===== config.mk =====
export PLATFORM = sky130hd
export DESIGN_NAME = instr_fetch_unit
export DESIGN_NICKNAME = d
export VERILOG_FILES = /design/src/rtl/fetch_pkg.sv /design/src/rtl/fetch_queue.sv /design/src/rtl/instr_fetch_unit.sv
export SDC_FILE = /design/constraint.sdc
export NUM_CORES = 1
export LEC_CHECK = 0
export ABC_AREA = 1
export BUFFER_PORTS_ARGS = -buffer_cell sky130_fd_sc_hd__buf_4
export CAP_MARGIN = 0
export CORE_MARGIN = 5
export CORE_UTILIZATION = 55
export DETAILED_ROUTE_END_ITERATION = 12
export GPL_TIMING_DRIVEN = 0
export HOLD_SLACK_MARGIN = 0.02
export PLACE_DENSITY = 0.9
export SETUP_SLACK_MARGIN = 0.4
export SLEW_MARGIN = 15
export SYNTH_ARGS = -nofsm -noshare
export SYNTH_HDL_FRONTEND = slang
export SYNTH_SLANG_ARGS = --single-unit

===== constraint.sdc =====
create_clock -name clk -period 1.9 [get_ports clk]
set_input_delay 0.285 -clock clk [delete_from_list [all_inputs] [get_ports clk]]
set_output_delay 0.285 -clock clk [all_outputs]
set_load 0.01 [all_outputs]

===== src/rtl/fetch_pkg.sv =====
// fetch_pkg: shared types and helpers for the instruction fetch unit.
//   INSTR_W / ADDR_W   : instruction and address widths
//   fetch_entry_t      : one queued fetch {instr, pc, pred}
//   is_uncond_branch() : true for an always-condition (0xE) B/BL encoding
//   branch_target()    : PC + 8 + (sign_extend(imm24) << 2), modulo 2^32
package fetch_pkg;

    localparam int INSTR_W = 32;
    localparam int ADDR_W  = 32;

    typedef struct packed {
        logic [INSTR_W-1:0] instr;
        logic [ADDR_W-1:0]  pc;
        logic               pred;
    } fetch_entry_t;

    function automatic logic is_uncond_branch(input logic [INSTR_W-1:0] instr);
        return (instr[31:28] == 4'hE) && (instr[27:25] == 3'b101);
    endfunction

    function automatic logic [ADDR_W-1:0] branch_target(input logic [ADDR_W-1:0]  pc,
                                                        input logic [INSTR_W-1:0] instr);
        // The pipeline view of PC is two words ahead, hence the +8.
        return pc + 32'd8 + {{6{instr[23]}}, instr[23:0], 2'b00};
    endfunction

endpackage


===== src/rtl/fetch_queue.sv =====
// fetch_queue: small circular FIFO of fetch entries.
//   clk, rst_n : clock, asynchronous active-low reset (clears storage too)
//   flush      : synchronous clear; wins over push and pop
//   push       : write push_data at the tail (taken when not full, or when
//                a pop frees the slot in the same cycle)
//   pop        : drop the head entry (ignored when empty)
//   head       : current head entry, straight from storage
//   count      : number of valid entries
//   full/empty : occupancy flags
module fetch_queue
    import fetch_pkg::*;
#(
    parameter int DEPTH = 2
) (
    input  logic                       clk,
    input  logic                       rst_n,
    input  logic                       flush,
    input  logic                       push,
    input  fetch_entry_t               push_data,
    input  logic                       pop,
    output fetch_entry_t               head,
    output logic [$clog2(DEPTH+1)-1:0] count,
    output logic                       full,
    output logic                       empty
);

    localparam int PTR_W = (DEPTH > 1) ? $clog2(DEPTH) : 1;
    localparam int CNT_W = $clog2(DEPTH + 1);

    fetch_entry_t     mem [DEPTH];
    logic [PTR_W-1:0] rd_ptr;
    logic [PTR_W-1:0] wr_ptr;
    logic [CNT_W-1:0] cnt;
    logic             do_push;
    logic             do_pop;

    assign full    = (cnt == CNT_W'(DEPTH));
    assign empty   = (cnt == '0);
    assign count   = cnt;
    assign head    = mem[rd_ptr];
    // When full, the tail slot is the head slot; a simultaneous pop makes
    // overwriting it safe because the old head leaves at this same edge.
    assign do_push = push & (~full | pop);
    assign do_pop  = pop & ~empty;

    always_ff @(posedge clk or negedge rst_n) begin
        if (!rst_n) begin
            for (int i = 0; i < DEPTH; i++) begin
                mem[i] <= '0;
            end
            rd_ptr <= '0;
            wr_ptr <= '0;
            cnt    <= '0;
        end else if (flush) begin
            rd_ptr <= '0;
            wr_ptr <= '0;
            cnt    <= '0;
        end else begin
            if (do_push) begin
                mem[wr_ptr] <= push_data;
                wr_ptr      <= wr_ptr + PTR_W'(1);
            end
            if (do_pop) begin
                rd_ptr <= rd_ptr + PTR_W'(1);
            end
            case ({do_push, do_pop})
                2'b10:   cnt <= cnt + CNT_W'(1);
                2'b01:   cnt <= cnt - CNT_W'(1);
                default: cnt <= cnt;
            endcase
        end
    end

endmodule


===== src/rtl/instr_fetch_unit.sv =====
// instr_fetch_unit: program counter, fetch queue control and next-PC selection.
//   clk, rst_n      : clock, asynchronous active-low reset
//   imem_addr       : byte address to the combinational instruction memory (= PC)
//   imem_rdata      : word returned for imem_addr in the same cycle
//   redirect_valid  : restart fetch at redirect_pc, flushing queued words
//   redirect_pc     : new PC; low two bits are forced to zero
//   out_valid/out_instr/out_pc/out_pred : queue head towards decode
//   out_ready       : decode accepts the head
// Build option: define FETCH_BTFN_EN to enable static prediction of
// unconditional branches at enqueue; otherwise next PC is always PC+4 and
// out_pred stays 0.
module instr_fetch_unit
    import fetch_pkg::*;
#(
    parameter logic [ADDR_W-1:0] RESET_PC = 32'h0000_0000,
    parameter int                QDEPTH   = 2
) (
    input  logic               clk,
    input  logic               rst_n,
    output logic [ADDR_W-1:0]  imem_addr,
    input  logic [INSTR_W-1:0] imem_rdata,
    input  logic               redirect_valid,
    input  logic [ADDR_W-1:0]  redirect_pc,
    output logic               out_valid,
    output logic [INSTR_W-1:0] out_instr,
    output logic [ADDR_W-1:0]  out_pc,
    output logic               out_pred,
    input  logic               out_ready
);

    logic [ADDR_W-1:0]          pc;
    logic [ADDR_W-1:0]          next_pc;
    logic                       pred_taken;
    logic                       deq;
    logic                       enq;
    fetch_entry_t               push_data;
    fetch_entry_t               head;
    logic                       q_full;
    logic                       q_empty;
    // Occupancy is already summarised by full/empty at this level.
    logic [$clog2(QDEPTH+1)-1:0] q_count_unused;

    // Decode handshake: the head transfers on every rising edge where
    // out_valid and out_ready are both high. out_valid never depends on
    // out_ready, and a head offered with out_valid stays put until it
    // transfers or a redirect flushes it. A transfer in the redirect cycle
    // itself still counts as delivered.
    assign deq = out_valid & out_ready;
    assign enq = ~redirect_valid & (~q_full | deq);

    always_comb begin
        pred_taken = 1'b0;
        next_pc    = pc + 32'd4;
`ifdef FETCH_BTFN_EN
        if (is_uncond_branch(imem_rdata)) begin
            pred_taken = 1'b1;
            next_pc    = branch_target(pc, imem_rdata);
        end
`endif
    end

    always_ff @(posedge clk or negedge rst_n) begin
        if (!rst_n) begin
            pc <= RESET_PC;
        end else if (redirect_valid) begin
            pc <= redirect_pc & 32'hFFFF_FFFC;
        end else if (enq) begin
            pc <= next_pc;
        end
    end

    assign push_data = '{instr: imem_rdata, pc: pc, pred: pred_taken};

    fetch_queue #(
        .DEPTH(QDEPTH)
    ) u_queue (
        .clk       (clk),
        .rst_n     (rst_n),
        .flush     (redirect_valid),
        .push      (enq),
        .push_data (push_data),
        .pop       (deq),
        .head      (head),
        .count     (q_count_unused),
        .full      (q_full),
        .empty     (q_empty)
    );

    assign imem_addr = pc;
    assign out_valid = ~q_empty;
    assign out_instr = head.instr;
    assign out_pc    = head.pc;
    // Without prediction every entry is pushed with pred=0, so this is
    // constant 0 in that build.
    assign out_pred  = head.pred;

endmodule


==> impl_metrics.ini <==
[outcome]
outcome = finished, violations left
violations = setup timing

[grt]
grt_max_degree = 97
gr-usage-all-layers_pct = 28.66
grt_pass1_vias = 7572
antenna_found_initial = 0
grt_pass1_wl_um = 36890
grt_overflow = 0

[placement]
gp_congestion = 0.9382
port_buffers = 157
place_hpwl_um = 15830
dpl.cell_count = 1353
post_dp_cell_area_um2 = 9140

[cts]
clk_pin_slew_worst_paths_ns = 0.07
cts_num_sinks = 158
cts_root_buffer = clkbuf_16
cts_tree = built
cts_max_level = 4
clock_tree.buffer_depth = 2
cts_made_buffers = 17
insertion_delay_ns = 0.45

[floorplan]
start_util_pct = 55.77
die_area_um2 = 16430
pin_count = 166
coreArea_um2 = 13770
chipHeight_um = 128.2
dieWidth_um = 128.2
num_rows = 43

[worst_setup_path]
arrival_ns = 1.62
end_kind = output pin
cp_max_fo = 10
start_kind = flip-flop
r2r_start = u_queue.count[0]
worst-r2r-setup-slack_ns = 0.10
crit_required_ns = 1.62
startpoint = u_queue.rd_ptr
reg2reg_to = u_queue.mem[51]
path_class = reg -> out
reg2reg_depth = 9

[layout]
fin_util_pct = 87.28
nets = 1317
diodes = 0
stdcell_count = 1441
layout-drive-gt1-share_pct = 44.96
design_area_um2 = 12020
area_growth_pct = 56.51

[drt]
ant_nets = 0
num_vias = 8870
vias_per_cell = 6.155
route.detailed.drc = 0
drtIter0Drc = 1376
dr.pass1.iters = 6
post_drt_wl_per_cell_um = 22.64
routed_wl_um = 32620

[power]
p_leak_nw = 6.139
ir_worst_vdd_mv = 0.7306
p_per_area_nw_per_um2 = 978.1
finalPower_w = 0.01176

[logic_synthesis]
syn_inst = 1011
avgSynthCellArea_um2 = 7.598
ys_ff_latch = 158
synth-seq-area-share_pct = 51.47
synth_edf_count = 0
yosysUniqueCellTypes = 31
syn_area_um2 = 7681
synth.top_cell.area_share_pct = 51.47
yosysMostFrequentCell = nand2_1
synth_common_cells = nand2_1 (454), dfrtp_1 (158), o21ai_1 (83)
synth_flop_cell = dfrtp_1
ys_top_cells_by_area = dfrtp_1 (51%), nand2_1 (22%), o21ai_1 (5.4%)
synth_top_area_cell = dfrtp_1
yosys_warnings = 0
synthArstFlopShare_pct = 100.0

[hold_path]
whs_endpoint = imem_addr[31]
min_path_cells = 3
hold_class = in -> reg
worstHoldStart = redirect_pc[31]

[sta]
setup_violations = 1
relSlewSlack_pct = 64.12
min_period_ns = 1.900
finalWorstSetupSlack_ns = -0.0002663
setup_tns_ns = -0.0002663
final_hold_viol_count = 0
clock_skew_ns = 0.01745
tightest_slew_ns = 0.5382
fmax_mhz = 526.2
drv_slew = 0
timing.final.crit_share_pct = 100.0
grt_setup_unrepaired = true

[run]
maxCapViolCount = 0
==> flip-flops by register name, summed over array words and instances, names as in the netlist <==
| name | count |
|---|---|
| u_queue.rd_ptr | 1 |
| imem_addr | 30 |
| u_queue.count | 2 |
| u_queue.mem | 124 |
| u_queue.wr_ptr | 1 |
==> area by class of cell <==
cell class | instances | area, um^2
Buffer | 53 | 675.6
Clock buffer | 18 | 439.2
Clock inverter | 14 | 135.1
Fill cell | 573 | 1752
Inverter | 79 | 326.6
Multi-Input combinational cell | 727 | 4217
Sequential cell | 158 | 3983
Tap cell | 180 | 225.2
Timing Repair Buffer | 211 | 2012
Timing Repair inverter | 1 | 8.758
==> per-stage QoR <==
step	setup WS, ns	hold slack (ns)
after floorplan	0.4391	-0.01059
after global placement	-0.3126	0.4650
after detailed placement	0.03924	0.2503
after CTS	0.1035	0.06039
after global routing	-0.005538	0.06030
final	-0.0002663	0.05727
==> how the worst max path moves through the flow <==
stage	endpoint	slack (ns)	cells after the start
floorplan	imem_addr[28]	0.44	10
finish	out_pc[18]	-0.0003	6
global route	out_pc[30]	-0.006	6
detailed placement	out_pc[22]	0.04	6
CTS	out_pc[13]	0.10	6
global placement	imem_addr[2]	-0.31	1
==> cell families (layout without fill, tap and decap cells) <==
group | count (synthesis) | after routing | share of synthesized area (%)
simple gates | 557 | 559 | 28.49
buf+inv | 132 | 376 | 8.519
flops | 158 | 158 | 51.47
fa+ha+maj | 1 | 1 | 0.1629
xor+xnor | 10 | 10 | 1.140
other cells | 1 | 5 | 0.04882
compound gates | 152 | 152 | 10.16
==> metal layers <==
| metal | vias up | GRT usage [%] | share of wire [%] |
|---|---|---|---|
| li1 | 3645 | - | - |
| met1 | 4189 | 36.23 | 34 |
| met2 | 819 | 46.70 | 47 |
| met3 | 217 | 7.708 | 11 |
| met4 | 0 | 12.11 | 7.6 |
| met5 | - | 0 | 0 |
==> critical path, cell delays in order, from the launching register on <==
cell       delay [ns]
dfrtp_1          0.42
buf_12           0.17
inv_12           0.09
clkbuf_16        0.16
nand2_1          0.06
nand2_1          0.12
buf_4            0.14
==> placed cells by master (no fill, tap or decap), drive strengths merged <==
master,count
o221ai,1
bufinv,1
clkbuf,54
ha,1
dlygate4sd3,1
o22ai,1
xnor2,1
xor2,9
nand4,2
nor3b,1
nor3,1
inv,84
clkinvlp,4
a211oi,1
dfrtp,158
nor2,57
o211ai,3
a21oi,6
buf,227
o21bai,1
nand3,39
nand2,459
conb,5
a31oi,2
clkinv,5
o21ai,137
==> power by group <==
| part | switching [W] | internal [W] | total (W) | leakage [nW] |
|---|---|---|---|---|
| sequential | 0.000710 | 0.00398 | 0.00469 | 1.93 |
| clock | 0.00155 | 0.00186 | 0.00341 | 0.270 |
| combinational | 0.00198 | 0.00167 | 0.00365 | 3.94 |
| total | 0.00425 | 0.00751 | 0.0118 | 6.14 |
==> repair_timing <==
action	in CTS	in global routing
hold buffers	1	0
pin swaps	5	16
hold endpoints to repair	62	0
gates cloned	0	23
endpoints found under the setup margin	213	212
setup buffers	10	22
gates resized for setup	69	425
(Power assumes the default switching activity.)
